`src/rtl/mem_port_arbiter.sv`:
```
// ---------------------------------------------------------------------------
// mem_port_arbiter
//
// Purpose:
//   Shares one single-ported ideal memory between the CPU instruction-fetch
//   (IF) and data-memory (DM) requesters. Each requester has a valid/ready
//   request channel and a valid/ready response channel. One access is in
//   flight at a time. A three-state FSM (IDLE -> ACCESS -> RESP) sequences
//   the accesses. Round-robin arbitration decides when both requesters ask.
//
// Ports:
//   clk, resetn            clock, asynchronous active-low reset
//   if_req_*  / if_resp_*  IF request (addr) and response (rdata) channels
//   dm_req_*  / dm_resp_*  DM request (addr, wen, wdata) and response channels
//   mem_addr               word address to the memory Waddr/Raddr1
//   mem_wren, mem_rden     write enable / read enable, high only in ACCESS
//   mem_wdata              store data to the memory
//   mem_rdata              combinational read data from the memory
//
// Optional build macro ARB_PERF_CNT_EN:
//   Adds the perf_if_grants, perf_dm_grants, perf_if_wait and perf_dm_wait
//   32-bit counters as extra output ports.
// ---------------------------------------------------------------------------
module mem_port_arbiter #(
  parameter int ADDR_WIDTH = 14
) (
  input  logic                  clk,
  input  logic                  resetn,
  input  logic                  if_req_valid,
  output logic                  if_req_ready,
  input  logic [31:0]           if_req_addr,
  output logic                  if_resp_valid,
  input  logic                  if_resp_ready,
  output logic [31:0]           if_resp_rdata,
  input  logic                  dm_req_valid,
  output logic                  dm_req_ready,
  input  logic [31:0]           dm_req_addr,
  input  logic                  dm_req_wen,
  input  logic [31:0]           dm_req_wdata,
  output logic                  dm_resp_valid,
  input  logic                  dm_resp_ready,
  output logic [31:0]           dm_resp_rdata,
  output logic [ADDR_WIDTH-3:0] mem_addr,
  output logic                  mem_wren,
  output logic                  mem_rden,
  output logic [31:0]           mem_wdata,
  input  logic [31:0]           mem_rdata
`ifdef ARB_PERF_CNT_EN
  ,
  output logic [31:0]           perf_if_grants,
  output logic [31:0]           perf_dm_grants,
  output logic [31:0]           perf_if_wait,
  output logic [31:0]           perf_dm_wait
`endif
);

  typedef enum logic [1:0] {
    ST_IDLE   = 2'd0,
    ST_ACCESS = 2'd1,
    ST_RESP   = 2'd2
  } state_t;

  localparam logic GRANT_IF = 1'b0;
  localparam logic GRANT_DM = 1'b1;

  state_t      state_r;
  logic        last_grant_r;
  logic        owner_r;
  logic        wen_r;

  logic        idle_s;
  logic        if_win_s;
  logic        dm_win_s;
  logic        resp_hs_s;
  logic [31:0] sel_addr_s;
  logic        sel_wen_s;
  logic [31:0] sel_wdata_s;
  logic        unused_s;

  // The readiness term includes resetn so that both ready outputs drop
  // immediately when reset is asserted, even with requests held high.
  assign idle_s   = resetn & (state_r == ST_IDLE);
  assign if_win_s = if_req_valid & (~dm_req_valid | (last_grant_r == GRANT_DM));
  assign dm_win_s = dm_req_valid & (~if_req_valid | (last_grant_r == GRANT_IF));

  assign if_req_ready = idle_s & if_win_s;
  assign dm_req_ready = idle_s & dm_win_s;

  assign resp_hs_s = (owner_r == GRANT_DM) ? dm_resp_ready : if_resp_ready;

  // The byte-offset bits and the bits above the memory range are dropped on purpose.
  assign unused_s = ^{sel_addr_s[31:ADDR_WIDTH], sel_addr_s[1:0]};

  // Select the request fields of the requester that wins this cycle.
  always_comb begin
    sel_addr_s  = if_req_addr;
    sel_wen_s   = 1'b0;
    sel_wdata_s = 32'h0000_0000;
    if (dm_req_ready) begin
      sel_addr_s  = dm_req_addr;
      sel_wen_s   = dm_req_wen;
      sel_wdata_s = dm_req_wdata;
    end else begin
      sel_addr_s  = if_req_addr;
      sel_wen_s   = 1'b0;
      sel_wdata_s = 32'h0000_0000;
    end
  end

  // Access sequencer: latches the request, drives one memory cycle, holds the response.
  always_ff @(posedge clk or negedge resetn) begin
    if (!resetn) begin
      state_r       <= ST_IDLE;
      last_grant_r  <= GRANT_IF;
      owner_r       <= GRANT_IF;
      wen_r         <= 1'b0;
      mem_addr      <= '0;
      mem_wren      <= 1'b0;
      mem_rden      <= 1'b0;
      mem_wdata     <= 32'h0000_0000;
      if_resp_valid <= 1'b0;
      if_resp_rdata <= 32'h0000_0000;
      dm_resp_valid <= 1'b0;
      dm_resp_rdata <= 32'h0000_0000;
    end else begin
      case (state_r)
        ST_IDLE: begin
          if (if_req_ready | dm_req_ready) begin
            mem_addr     <= sel_addr_s[ADDR_WIDTH-1:2];
            wen_r        <= sel_wen_s;
            mem_wren     <= sel_wen_s;
            mem_rden     <= ~sel_wen_s;
            mem_wdata    <= sel_wdata_s;
            owner_r      <= dm_req_ready;
            last_grant_r <= dm_req_ready;
            state_r      <= ST_ACCESS;
          end
        end
        ST_ACCESS: begin
          // The memory samples the write on this edge; the read is combinational.
          mem_wren <= 1'b0;
          mem_rden <= 1'b0;
          if (owner_r == GRANT_DM) begin
            dm_resp_valid <= 1'b1;
            dm_resp_rdata <= wen_r ? 32'h0000_0000 : mem_rdata;
          end else begin
            if_resp_valid <= 1'b1;
            if_resp_rdata <= mem_rdata;
          end
          state_r <= ST_RESP;
        end
        ST_RESP: begin
          if (resp_hs_s) begin
            if_resp_valid <= 1'b0;
            if_resp_rdata <= 32'h0000_0000;
            dm_resp_valid <= 1'b0;
            dm_resp_rdata <= 32'h0000_0000;
            state_r       <= ST_IDLE;
          end
        end
        default: begin
          state_r  <= ST_IDLE;
          mem_wren <= 1'b0;
          mem_rden <= 1'b0;
        end
      endcase
    end
  end

`ifdef ARB_PERF_CNT_EN
  // Grant and stall counters; all wrap naturally at 2^32.
  always_ff @(posedge clk or negedge resetn) begin
    if (!resetn) begin
      perf_if_grants <= 32'd0;
      perf_dm_grants <= 32'd0;
      perf_if_wait   <= 32'd0;
      perf_dm_wait   <= 32'd0;
    end else begin
      if (if_req_valid & if_req_ready) begin
        perf_if_grants <= perf_if_grants + 32'd1;
      end
      if (dm_req_valid & dm_req_ready) begin
        perf_dm_grants <= perf_dm_grants + 32'd1;
      end
      if (if_req_valid & ~if_req_ready) begin
        perf_if_wait <= perf_if_wait + 32'd1;
      end
      if (dm_req_valid & ~dm_req_ready) begin
        perf_dm_wait <= perf_dm_wait + 32'd1;
      end
    end
  end
`endif

endmodule

```
`config.mk`:
```
export PLATFORM = sky130hd
export DESIGN_NAME = mem_port_arbiter
export DESIGN_NICKNAME = d
export VERILOG_FILES = /design/src/rtl/mem_port_arbiter.sv
export SDC_FILE = /design/constraint.sdc
export NUM_CORES = 1
export LEC_CHECK = 0
export CAP_MARGIN = 30
export CORE_AREA = 2 2 113 115
export DETAILED_ROUTE_END_ITERATION = 10
export DIE_AREA = 0 0 115 117
export GPL_TIMING_DRIVEN = 0
export HOLD_SLACK_MARGIN = 0.02
export PLACE_DENSITY = 0.76
export SLEW_MARGIN = 20
export SYNTH_ARGS = -nofsm -noshare
export SYNTH_HDL_FRONTEND = slang
export SYNTH_SLANG_ARGS = --single-unit
```
`constraint.sdc`:
```
create_clock -name clk -period 1.9 [get_ports clk]
set_input_delay 0.38 -clock clk [delete_from_list [all_inputs] [get_ports clk]]
set_output_delay 0.38 -clock clk [all_outputs]
set_load 0.03 [all_outputs]
```
==> flow_metrics.env <==
export IMPL_cts_tree="yes"
export IMPL_path_buf_inv=2
export IMPL_synthTopCellsByArea="dfrtp_1, a22o_1, or4b_1"
export IMPL_fin_cells=795
export IMPL_worst_slack_ns=-0.127
export IMPL_crit_path_start_kind="flop"
export IMPL_synthToLayoutAreaGrowth_pct=64.5
export IMPL_r2r_end="mem_addr[8]"
export IMPL_crit_path_max_fanout=3
export IMPL_run_status="finished, violations left"
export IMPL_fmax_mhz=493
export IMPL_viasPerCell=5.31
export IMPL_drive_gt1_share_pct=13.0
export IMPL_ys_flop_type="dfrtp_1"
export IMPL_hpwl_mm=10.3
export IMPL_routabilityCongestion=0.824
export IMPL_r2r_start="owner_r"
export IMPL_critical_path_top_delay_family="simple AND/OR/NAND/NOR gates"
export IMPL_ff2ff_setup_slack_ns=0.23
export IMPL_totalWireLength_mm=14.9
export IMPL_synth_edff_count=0
export IMPL_h_tree_depth=4
export IMPL_synth_mux_area_fraction_pct=0.652
export IMPL_wl_met2_mm=7.33
export IMPL_clkTransAtPathRegs_ns=0.05
export IMPL_cpMostUsedCell="buf_6"
export IMPL_drtIter0Drc=219
export IMPL_die_w_um=115
export IMPL_critical_path_class="reg2out"
export IMPL_drc_errors=0
export IMPL_slew_violations=0
export IMPL_wl_met3_mm=1.19
export IMPL_critPathSlowestCell="or3b_4"
export IMPL_p_leak_nw=3.73
export IMPL_insertion_delay_ns=0.40
export IMPL_synth_common_cells="dfrtp_1, a22o_1, o21ai_1"
export IMPL_yosys_area_share_simple_pct=11.2
export IMPL_violations="hold timing, setup timing"
export IMPL_wl_met1_mm=6.17
export IMPL_vias=4218
export IMPL_synth_warnings=0
export IMPL_ys_seq_elements=116
export IMPL_crit_chain="or3b_4, buf_6, nor2_4, buf_6"
export IMPL_grt_max_degree=50
export IMPL_ctsLongestPathBuffers=2
export IMPL_io_buffers=208
export IMPL_cts_root_buf="clkbuf_16"
export IMPL_nNetsFinal=767
export IMPL_cts_buffers=17
export IMPL_grt_pass1_vias=4420
export IMPL_avgSynthCellArea_um2=12.2
export IMPL_hold_viol_final=22
export IMPL_hold_class="in2async"
export IMPL_tightest_slew_ns=0.476
export IMPL_yosysTopAreaCellShare_pct=60.5
export IMPL_yosys_cell_types_count=32
export IMPL_fin_skew_ns=0.00771
export IMPL_rsz0062_at_grt="true"
export IMPL_dieArea_um2=13500
export IMPL_wl_per_cell_um=18.7
export IMPL_start_util_pct=39.0
export IMPL_grt_antenna_before_repair=0
export IMPL_max_stage_delay_ns=0.46
export IMPL_die_h_um=117
export IMPL_arrival_ns=1.65
export IMPL_ir_worst_vdd_uv=959
export IMPL_worstSetupEndpointType="output pin"
export IMPL_synth_most_common_cell="dfrtp_1"
export IMPL_setup_viol=2
export IMPL_period_share_pct=107
export IMPL_synth_cells=392
export IMPL_finalPower_mw=14.3
export IMPL_dpl_worst_slack_ns=-1.19
export IMPL_holdWs_ns=-0.193
export IMPL_synth_xor_area_share_pct=0
export IMPL_rr_worst_depth=5
export IMPL_ios=249
export IMPL_cp_depth=4
export IMPL_mappedNetlistArea_um2=4800
export IMPL_num_antenna_cells=0
export IMPL_powerDensity_nw_per_um2=1810
export IMPL_grt_util_all_layers_pct=22.0
export IMPL_yosysSeqAreaShare_pct=60.5
export IMPL_grt_pass1_wl_mm=22.8
export IMPL_synth_compound_area_share_pct=21.5
export IMPL_postSynthNetCount=527
export IMPL_fp_coreArea_um2=12300
export IMPL_synth_top_cell_by_area="dfrtp_1"
export IMPL_antenna_left=0
export IMPL_synth_adder_area_share_pct=0
export IMPL_grt_overflow=0
export IMPL_drtPass1Iterations=4
export IMPL_dpl_cell_count=751
export IMPL_worstPathRequired_ns=1.52
export IMPL_synth_top_family_by_area="compound AO/OA/AOI/OAI gates"
export IMPL_top_layer="met4"
export IMPL_synth_async_reset_ratio_pct=100
export IMPL_cap_violations=0
export IMPL_num_rows=41
export IMPL_clkSinkCount=116
export IMPL_period_needed_ns=2.03
export IMPL_slew_headroom_pct=68.0
[sequential cells by signal, summed over array words and instances (netlist names)]
register,cells
mem_addr,12
state_r,2
dm_resp_valid,1
mem_rden,1
wen_r,1
owner_r,1
if_resp_valid,1
dm_resp_rdata,32
mem_wdata,32
mem_wren,1
if_resp_rdata,32
[metal layers]
metal | global-route usage, % | up-vias
met2 | 36.1 | 206
li1 | - | 1927
met3 | 6.64 | 15
met4 | 9.16 | 0
met1 | 27.2 | 2070
met5 | 0 | -
[logic make-up after synthesis]
family                 count (synthesis)
flip-flops                           116
multiplexers                           3
buffers and inverters                 58
AO/OA/AOI/OAI                        146
AND/OR/NAND/NOR                       69
[per-stage QoR]
step	TNS (ns)	cell area (um2)	util [%]
global route	-0.321	7900	64.2
detailed placement	-36.28	7100	57.7
CTS	-0.366	7850	63.7
floorplan	0	4800	-
finish	-0.224	7900	64.2
global placement	-667.10	7070	57.4
[worst max-delay path by stage]
stage | start | to | slack [ns]
4_1_cts | state_r[1] | if_req_ready | -0.19
5_1_grt | state_r[0] | if_req_ready | -0.17
2_1_floorplan | state_r[0] | if_req_ready | 0.09
3_3_place_gp | resetn | dm_req_ready | -4.73
6_report | state_r[0] | if_req_ready | -0.13
3_5_place_dp | resetn | dm_req_ready | -1.19
[timing repair]
action | 4_1_cts | 5_1_grt
hold endpoints to repair | 46 | 60
endpoints found under the setup margin | 45 | 5
setup buffers | 8 | 0
cloned | 2 | 1
resized for setup | 25 | 3
pin swaps | 4 | 2
[cells in the final DEF (no fill, tap or decap), types with 4 or more instances in the layout]
| cell | instances |
|---|---|
| o21ai_1 | 24 |
| and3_1 | 21 |
| a21o_1 | 21 |
| a21oi_1 | 15 |
| dfrtp_1 | 115 |
| a22o_1 | 56 |
| buf_4 | 9 |
| buf_2 | 16 |
| a31oi_1 | 13 |
| clkbuf_1 | 11 |
| clkdlybuf4s50_1 | 201 |
| or4b_1 | 20 |
| inv_1 | 23 |
| clkinv_2 | 4 |
| buf_6 | 9 |
| clkbuf_16 | 18 |
| o21ai_0 | 11 |
| nand3_1 | 12 |
[power breakdown]
| part | switching, mW | internal, mW | total (mW) |
|---|---|---|---|
| registers | 0.658 | 3.54 | 4.20 |
| logic | 3.96 | 3.03 | 6.99 |
| clock network | 1.11 | 2.02 | 3.13 |
[cell type report]
type | instances | area [um2]
clock buffer | 23 | 478
inverter | 24 | 90.1
multi-input combinational | 218 | 1610
sequential | 116 | 2900
fill | 959 | 4410
timing repair buffer | 222 | 2320
clock inverter | 9 | 103
buffer | 33 | 211
tap | 150 | 188
(Power assumes the default switching activity.)
